## src/rtl/mccoy_prog_feeder_pkg.sv

```systemverilog
// Shared definitions for the McCoy program feeder: state encoding,
// McCoy word widths and the default fill word.
package mccoy_prog_feeder_pkg;

  localparam int MCCOY_IW = 6;
  localparam int MCCOY_AW = 6;

  localparam logic [MCCOY_IW-1:0] FILL_DEFAULT = 6'b000000;

  typedef enum logic [1:0] {
    ST_LOAD = 2'd0,
    ST_HOLD = 2'd1,
    ST_RUN  = 2'd2
  } state_t;

endpackage

```

## src/rtl/mccoy_prog_feeder_prog_ram.sv

```systemverilog
// DEPTH x IW register-file program memory: synchronous write,
// single combinational read port.
module mccoy_prog_feeder_prog_ram #(
  parameter int DEPTH = 64,
  parameter int IW    = 6,
  parameter int RAW   = 6
) (
  input  logic           clk,
  input  logic           we,
  input  logic [RAW-1:0] waddr,
  input  logic [IW-1:0]  wdata,
  input  logic [RAW-1:0] raddr,
  output logic [IW-1:0]  rdata
);

  logic [IW-1:0] mem_r [DEPTH];

  // Program word storage; contents are deliberately not reset.
  always_ff @(posedge clk) begin
    if (we) begin
      mem_r[waddr] <= wdata;
    end
  end

  // Zero-latency read for the core's current PC.
  always_comb begin
    rdata = mem_r[raddr];
  end

endmodule

```

## src/rtl/mccoy_prog_feeder.sv

```systemverilog
// Program loader/feeder for the McCoy core: loads a program over a
// valid/ready port, holds the core in reset, then serves instructions by PC.
module mccoy_prog_feeder
  import mccoy_prog_feeder_pkg::*;
#(
  parameter int                DEPTH    = 64,
  parameter int                AW       = MCCOY_AW,
  parameter int                IW       = MCCOY_IW,
  parameter int                RST_HOLD = 2,
  parameter logic [IW-1:0]     FILL     = FILL_DEFAULT
) (
  input  logic          clk,
  input  logic          reset,
  input  logic          load_valid,
  input  logic [IW-1:0] load_data,
  input  logic          load_last,
  output logic          load_ready,
  input  logic          reload,
  input  logic [AW-1:0] pc_in,
  output logic [IW-1:0] instr_out,
  output logic          core_reset,
  output logic [AW:0]   prog_len,
  output logic          running
);

  localparam int            RAW       = (DEPTH > 1) ? $clog2(DEPTH) : 1;
  localparam logic [AW-1:0] LAST_ADDR = AW'(DEPTH - 1);
  localparam logic [2:0]    HOLD_LAST = 3'(RST_HOLD - 1);

  state_t          state_r, state_s;
  logic [AW-1:0]   wr_ptr_r, wr_ptr_s;
  logic [AW:0]     prog_len_r, prog_len_s;
  logic [2:0]      hold_cnt_r, hold_cnt_s;
  logic            load_ready_r, core_reset_r, running_r;
  logic            we_s;
  logic [IW-1:0]   rdata_s;

  mccoy_prog_feeder_prog_ram #(
    .DEPTH (DEPTH),
    .IW    (IW),
    .RAW   (RAW)
  ) u_prog_ram (
    .clk   (clk),
    .we    (we_s),
    .waddr (wr_ptr_r[RAW-1:0]),
    .wdata (load_data),
    .raddr (pc_in[RAW-1:0]),
    .rdata (rdata_s)
  );

  // State, pointers and decoded status outputs.
  always_ff @(posedge clk or posedge reset) begin
    if (reset) begin
      state_r      <= ST_LOAD;
      wr_ptr_r     <= '0;
      prog_len_r   <= '0;
      hold_cnt_r   <= 3'd0;
      load_ready_r <= 1'b1;
      core_reset_r <= 1'b1;
      running_r    <= 1'b0;
    end else begin
      state_r      <= state_s;
      wr_ptr_r     <= wr_ptr_s;
      prog_len_r   <= prog_len_s;
      hold_cnt_r   <= hold_cnt_s;
      load_ready_r <= (state_s == ST_LOAD);
      core_reset_r <= (state_s != ST_RUN);
      running_r    <= (state_s == ST_RUN);
    end
  end

  // Next-state logic; a full memory forces HOLD regardless of load_last.
  always_comb begin
    state_s    = state_r;
    wr_ptr_s   = wr_ptr_r;
    prog_len_s = prog_len_r;
    hold_cnt_s = hold_cnt_r;
    we_s       = 1'b0;
    case (state_r)
      ST_LOAD: begin
        if (load_valid) begin
          we_s       = 1'b1;
          wr_ptr_s   = wr_ptr_r + 1'b1;
          prog_len_s = prog_len_r + 1'b1;
          if (load_last || (wr_ptr_r == LAST_ADDR)) begin
            state_s = ST_HOLD;
          end else begin
            state_s = ST_LOAD;
          end
        end else begin
          state_s = ST_LOAD;
        end
      end
      ST_HOLD: begin
        if (reload) begin
          state_s    = ST_LOAD;
          wr_ptr_s   = '0;
          prog_len_s = '0;
          hold_cnt_s = 3'd0;
        end else if (hold_cnt_r == HOLD_LAST) begin
          state_s    = ST_RUN;
          hold_cnt_s = 3'd0;
        end else begin
          hold_cnt_s = hold_cnt_r + 3'd1;
        end
      end
      ST_RUN: begin
        if (reload) begin
          state_s    = ST_LOAD;
          wr_ptr_s   = '0;
          prog_len_s = '0;
        end else begin
          state_s = ST_RUN;
        end
      end
      default: begin
        state_s    = ST_LOAD;
        wr_ptr_s   = '0;
        prog_len_s = '0;
        hold_cnt_s = 3'd0;
      end
    endcase
  end

  // Instruction mux: combinational so the core sees its word in the PC cycle.
  always_comb begin
    if (running_r && ({1'b0, pc_in} < prog_len_r)) begin
      instr_out = rdata_s;
    end else begin
      instr_out = FILL;
    end
  end

  assign load_ready = load_ready_r;
  assign core_reset = core_reset_r;
  assign running    = running_r;
  assign prog_len   = prog_len_r;

endmodule

```

## config.mk

```make
export PLATFORM = sky130hd
export DESIGN_NAME = mccoy_prog_feeder
export DESIGN_NICKNAME = d
export VERILOG_FILES = /design/src/rtl/mccoy_prog_feeder_pkg.sv /design/src/rtl/mccoy_prog_feeder_prog_ram.sv /design/src/rtl/mccoy_prog_feeder.sv
export SDC_FILE = /design/constraint.sdc
export NUM_CORES = 1
export LEC_CHECK = 0
export CAP_MARGIN = 20
export CORE_AREA = 2 2 169 171
export CTS_BUF_LIST = sky130_fd_sc_hd__clkbuf_8
export DETAILED_ROUTE_END_ITERATION = 10
export DIE_AREA = 0 0 171 173
export HOLD_SLACK_MARGIN = 0.1
export PLACE_DENSITY = 0.78
export SKIP_CTS_REPAIR_TIMING = 1
export SYNTH_ARGS = -nofsm -noshare
export SYNTH_HDL_FRONTEND = slang
export SYNTH_SLANG_ARGS = --single-unit
```

## constraint.sdc

```tcl
create_clock -name clk -period 4.3 [get_ports clk]
set_input_delay 0.86 -clock clk [delete_from_list [all_inputs] [get_ports clk]]
set_output_delay 0.86 -clock clk [all_outputs]
set_load 0.005 [all_outputs]
```

; ---- Yosys cells after proc, flatten, opt, wreduce, memory -nomap -nowiden
; Memory sizes are Yosys's and may differ from the RTL's.
; Index checks and enable logic that the tools add are counted.
[word_totals]
ram_bits = 384
output_inout_bits = 16
in_bits = 17
mem_count = 1
latch_bits = 0
rom_bits = 0
register_bits = 21
wordCells = 47
[memory_table]
columns = name, words, word_bits, read_ports, rd_ports_with_merged_regs, wr, line_no
row1 = u_prog_ram.mem_r, 64, 6, 1, 0, 1, mccoy_prog_feeder_prog_ram.sv:16  ; logic [IW-1:0] mem_r [DEPTH];
[op_classes]
eq_ne = 8
n_div = 0
n_mux = 20
reduce_logical = 7
bitwise_logic = 0
mul = 0
add_sub_neg = 3
order_cmp = 1
shift = 0
[op_table]
columns = op, n
row1 = 6-bit 2-to-1 mux, 3
row2 = 7-bit 2-to-1 mux, 2
row3 = 7-bit one-hot mux with 2 select lines, 1
row4 = 6-bit one-hot mux with 2 select lines, 1
row5 = 2-bit 2-to-1 mux, 4
row6 = 7-bit by 1-bit adder with 7-bit output (second input constant), 1
row7 = 6-bit by 7-bit < comparator with 1-bit output, 1
row8 = 6-bit by 1-bit adder with 6-bit output (second input constant), 1
row9 = 6-bit equality test (second input constant), 1
row10 = 3-bit 2-to-1 mux, 2
row11 = 2-bit one-hot mux with 3 select lines, 1
row12 = 3-bit one-hot mux with 2 select lines, 1
row13 = 1-bit 2-to-1 mux, 5
row14 = 2-bit equality test (second input constant), 2
row15 = 2-bit zero test, 2
row16 = 2-bit inequality test (second input constant), 2
row17 = 2-bit OR reduction, 2
row18 = 3-bit by 1-bit adder with 3-bit output (second input constant), 1
row19 = 3-bit by 1-bit equality test with 1-bit output (second input constant), 1
row20 = 2-bit by 1-bit equality test with 1-bit output (second input constant), 1
row21 = 2-bit by 1-bit inequality test with 1-bit output (second input constant), 1
row22 = 2-bit AND reduction, 1
row23 = 1-bit logical AND, 1
row24 = 1-bit logical OR, 1

; ---- Longest topological paths before layout
[depth]
ltp_word = 6
depth_mapped = 9
mapped_depth_nobuf = 7

; ---- Hierarchy
; Synthesis repeated with hierarchy kept, for this count alone.
[hier_totals]
cells_unflattened = 852
hier_area_um2 = 16395.7
[modules_own_cells]
columns = mod, area_per_inst_um2, n_inst, cells_each, seq_area_each_um2
row1 = mccoy_prog_feeder_prog_ram, 15105.7, 1, 714, 11531.1
row2 = mccoy_prog_feeder, 1290.0, 1, 138, 528.0

; ---- Least setup slack after synthesis
; OpenSTA, ideal clock, no wires.
[synth_timing]
kind = input -> output
start = in pc_in[0]
end = out instr_out[3]
path_buffers = 3
t_required_ps = 3440
t_arrival_ps = 2220
cell_stages = 8
setup_slack_ps = 1220
cell_sequence = buf_6 buf_12 buf_12 mux4_2 a221oi_2 o21ai_1 nor2_1 nor3_1
[synth_via]
elab_chain_len = 3
elab_cells_between_ends = 4
cone_classes = order compare: 1 / mux: 1 / reduce/logical: 1 / memory: 1
[synth_rtl]
columns = element, line_no
row1 = from (decl), mccoy_prog_feeder.sv:19  ; input logic [AW-1:0] pc_in,
row2 = branches (longest 2 deep; another with memory read 64 x 6 bit), --
row3 = 6-bit 2-to-1 mux (*), mccoy_prog_feeder.sv:127  ; if (running_r && ({1'b0, pc_in} < prog_len_r)) begin
row4 = to (decl), mccoy_prog_feeder.sv:20  ; output logic [IW-1:0] instr_out,
; Mark *: on every way between the ends.

; ---- Worst setup path in the final report
[layout_timing]
start = in pc_in[5]
end = out instr_out[5]
; The elaborated chain is that of the path after synthesis.

==> run summary <==
## Clock network
- **clock slew at reported path FFs** 0.05 ns
- **maximum count of clock buffers along a single path** 3
- **TritonCTS clock tree** done
- **clk root buf** clkbuf_8
- **clock network latency to the later pin of the worst-skew pair** 0.61 ns
- **count of clock tree sinks** 405
- **total clock buffers created by CTS** 61
- **H-tree Lvls** 2

## STA
- **unrepaired setup endpoints after global routing** no
- **number of slew-limit violations in the final report** 0
- **timing-limited maximum frequency** 238.4 MHz
- **Setup Total Neg Slack** 0 ns
- **slew margin rel.** 0.3418
- **final number of setup-violating endpoints** 0
- **worst-case clock skew** 0.04542 ns
- **fin crit share** 0.9756
- **final period demand of the worst path** 4.195 ns
- **Final Hold Viols** 0
- **slew of the pin with the lowest slew margin** 0.9873 ns

## Global route
- **largest net degree at the start of global routing** 65
- **final global-route overflow total** 0
- **first-pass GRT wire length** 51810 um
- **overall track demand over capacity in global routing** 0.2355
- **vias in the first global route** 8745
- **antenna violations before repair** 1

## Logic synthesis
- **number of enable flip-flop cells after synthesis** 384
- **Post-Synthesis Cells** 865
- **post-synthesis async set-or-reset flop share** 0.05185
- **post-synthesis sequential area ratio** 0.7371
- **post-synth cell types** 51
- **top_reg_cell synth** edfxtp_1
- **count of yosys warnings during synthesis** 0
- **most area-consuming cells after synthesis** edfxtp_1 (70%), mux4_2 (10%), dfrtp_1 (2.9%)
- **Syn Nets** 893
- **Synth top area share** 0.7048
- **average footprint of a synthesized cell** 18.91 um2
- **flop and latch count out of synthesis** 405
- **leading area contributor after synthesis** edfxtp_1
- **total standard cell area after synthesis** 16360 um2

## Routing
- **post-detailed-routing wire length** 34350 um
- **post-route ant nets** 0
- **Remaining DRCs** 0
- **average detailed-routed wire length per instance** 25.00 um
- **Pre-Repair DR Iteration Count** 5
- **DRC violation total after the first TritonRoute iteration** 1230
- **vias per std cell** 6.189
- **overall via count from detail_route** 8503

## Setup path
- **worst reg2reg startpoint** state_r[0]$_DFF_PP0_
- **arrival time of the worst setup path** 3.34 ns
- **worst setup slack for register-to-register paths** 1.54 ns
- **kind of end point of the critical path** output pin
- **CP Data Required Time** 3.44 ns
- **startpoint class of the critical path** input port
- **FF-to-FF End** u_prog_ram.mem_r[59][2]$_DFFE_PP_
- **worst setup path startpoint** pc_in[5]
- **top fanout value on the critical path** 6
- **cells on worst reg2reg path** 6
- **end point of the critical path** instr_out[5]
- **crit path kind** in2out

## Floorplanning
- **die width** 171 um
- **row count** 61
- **die boundary height** 173 um
- **overall die area** 29580 um2
- **ports placed on the boundary** 33
- **area of the core** 27630 um2
- **initial standard-cell utilization of the core** 0.5922

## Final layout
- **area overhead of the layout relative to synthesis** 12.24%
- **antenna diode count** 0
- **number of nets in the finished design** 978
- **fraction of layout instances using a drive strength above 1** 0.2088
- **fin area** 18360 um2
- **Util after Layout** 0.6647

## Power
- **cell-internal power** 6.044 mW
- **share of power burned in registers** 0.565
- **combinational power share** 0.075
- **power density cells** 428.9 nW/um2
- **net switching power of the design** 1.833 mW
- **switching power share of the total** 0.2327
- **overall power of the completed layout** 7.877 mW
- **share of power burned in the clock network** 0.360
- **peak ir drop on the vdd network** 0.2237 mV
- **leakage power** 6.070 nW

## Outcome
- **outcome** finished, final reports clean

## Placement
- **area after detailed placement** 17090 um2
- **number of input and output port buffers inserted** 32
- **gp weighted congestion** 0.8609
- **HPWL after detailed placement** 21510 um

## Run
- **max_cap viols** 0

## Hold path
- **worst min-delay path class** reg2reg

[cells in the mapped netlist (12+ instances only)]
master	count
o22ai_1	12
inv_1	16
edfxtp_1	384
o21ai_0	19
dfrtp_1	19
mux4_1	14
mux4_2	73
nand3_1	16
nor2_1	92
buf_6	12
a22oi_1	16
nor3_1	12
nand2_1	28
mux2i_1	26
[routing by layer]
| metal | track usage | share of wire |
|---|---|---|
| met1 | 0.3252 | 0.40 |
| met2 | 0.3884 | 0.50 |
| met3 | 0.04326 | 0.078 |
| met4 | 0.06992 | 0.022 |
| met5 | 0 | 0.00032 |
[worst max-delay path, stage by stage]
cell and delay (ns):
clkdlybuf4s50_1 0.49, ha_1 0.25, and3_1 0.15, a221oi_1 0.29
o21ai_0 0.11, buf_4 0.19, a2111oi_4 0.34, buf_4 0.16
clkdlybuf4s50_1 0.50
[cell type report]
cell class              count  area, um2
flip-flops and latches    405      12060
fillers                  1836       9265
multi-input cells         405       3988
clock buffers              63      867.1
repair buffers             61      689.4
well taps                 378      473.0
clock inverters            46      224.0
inverters                  16      63.81
[cells by family after synthesis]
kind of cell | count (synthesis) | share of synthesized area
compound gates | 83 | 0.03503
xor+xnor | 9 | 0.004818
fa+ha+maj | 11 | 0.008412
buf+inv | 55 | 0.02248
flops | 405 | 0.7371
mux | 114 | 0.1396
simple gates | 188 | 0.05262
[flip-flops by register name, indices dropped and copies added, names as in the netlist]
name / flops
running: 1
load_ready: 1
u_prog_ram.mem_r: 384
core_reset: 1
state_r: 2
wr_ptr_r: 6
hold_cnt_r: 3
prog_len: 7
[worst min-delay path by stage]
stage | start | to | slack [ns] | cells after the start
6_report | hold_cnt_r[2]$_DFFE_PP0N_ | hold_cnt_r[2]$_DFFE_PP0N_ | 0.53 | 1
5_1_grt | load_data[5] | u_prog_ram.mem_r[56][5]$_DFFE_PP_ | 0.54 | 1
4_1_cts | hold_cnt_r[2]$_DFFE_PP0N_ | hold_cnt_r[2]$_DFFE_PP0N_ | 0.53 | 1
3_5_place_dp | hold_cnt_r[2]$_DFFE_PP0N_ | hold_cnt_r[2]$_DFFE_PP0N_ | 0.52 | 1
3_3_place_gp | hold_cnt_r[2]$_DFFE_PP0N_ | hold_cnt_r[2]$_DFFE_PP0N_ | 0.50 | 1
2_1_floorplan | hold_cnt_r[2]$_DFFE_PP0N_ | hold_cnt_r[2]$_DFFE_PP0N_ | 0.47 | 1
[power by group through the flow]
stage	Sequential (mW)	Combinational [mW]	Clock [mW]
after CTS	4.45	0.573	2.86
after detailed placement	4.53	0.569	0
after floorplan	4.51	0.356	0
final	4.45	0.593	2.84
after global routing	4.45	0.643	3.03
after global placement	4.52	0.555	0
[stage by stage]
step	worst slack, ns	hold slack [ns]	std cells
6_report	0.1048	0.5331	1374
5_1_grt	0.003613	0.5422	1374
4_1_cts	-0.2248	0.5284	1368
3_5_place_dp	-0.2096	0.5173	1259
3_3_place_gp	-0.1624	0.4980	1259
2_1_floorplan	1.220	0.4739	865
[placed cells by master (no fill, tap or decap), drive strengths merged, types with 19 or more instances in the layout]
cell type      synthesis  routed
inv                   16      35
clkbuf                11      63
mux4                  87      87
clkinv                 0      24
edfxtp               384     384
dfrtp                 19      19
mux2i                 26      26
buf                   28      39
nor2                  93      93
o21ai                 20      20
nand2                 28      28
clkdlybuf4s50          0      21
No activity file was read; power rests on OpenSTA's default activity.
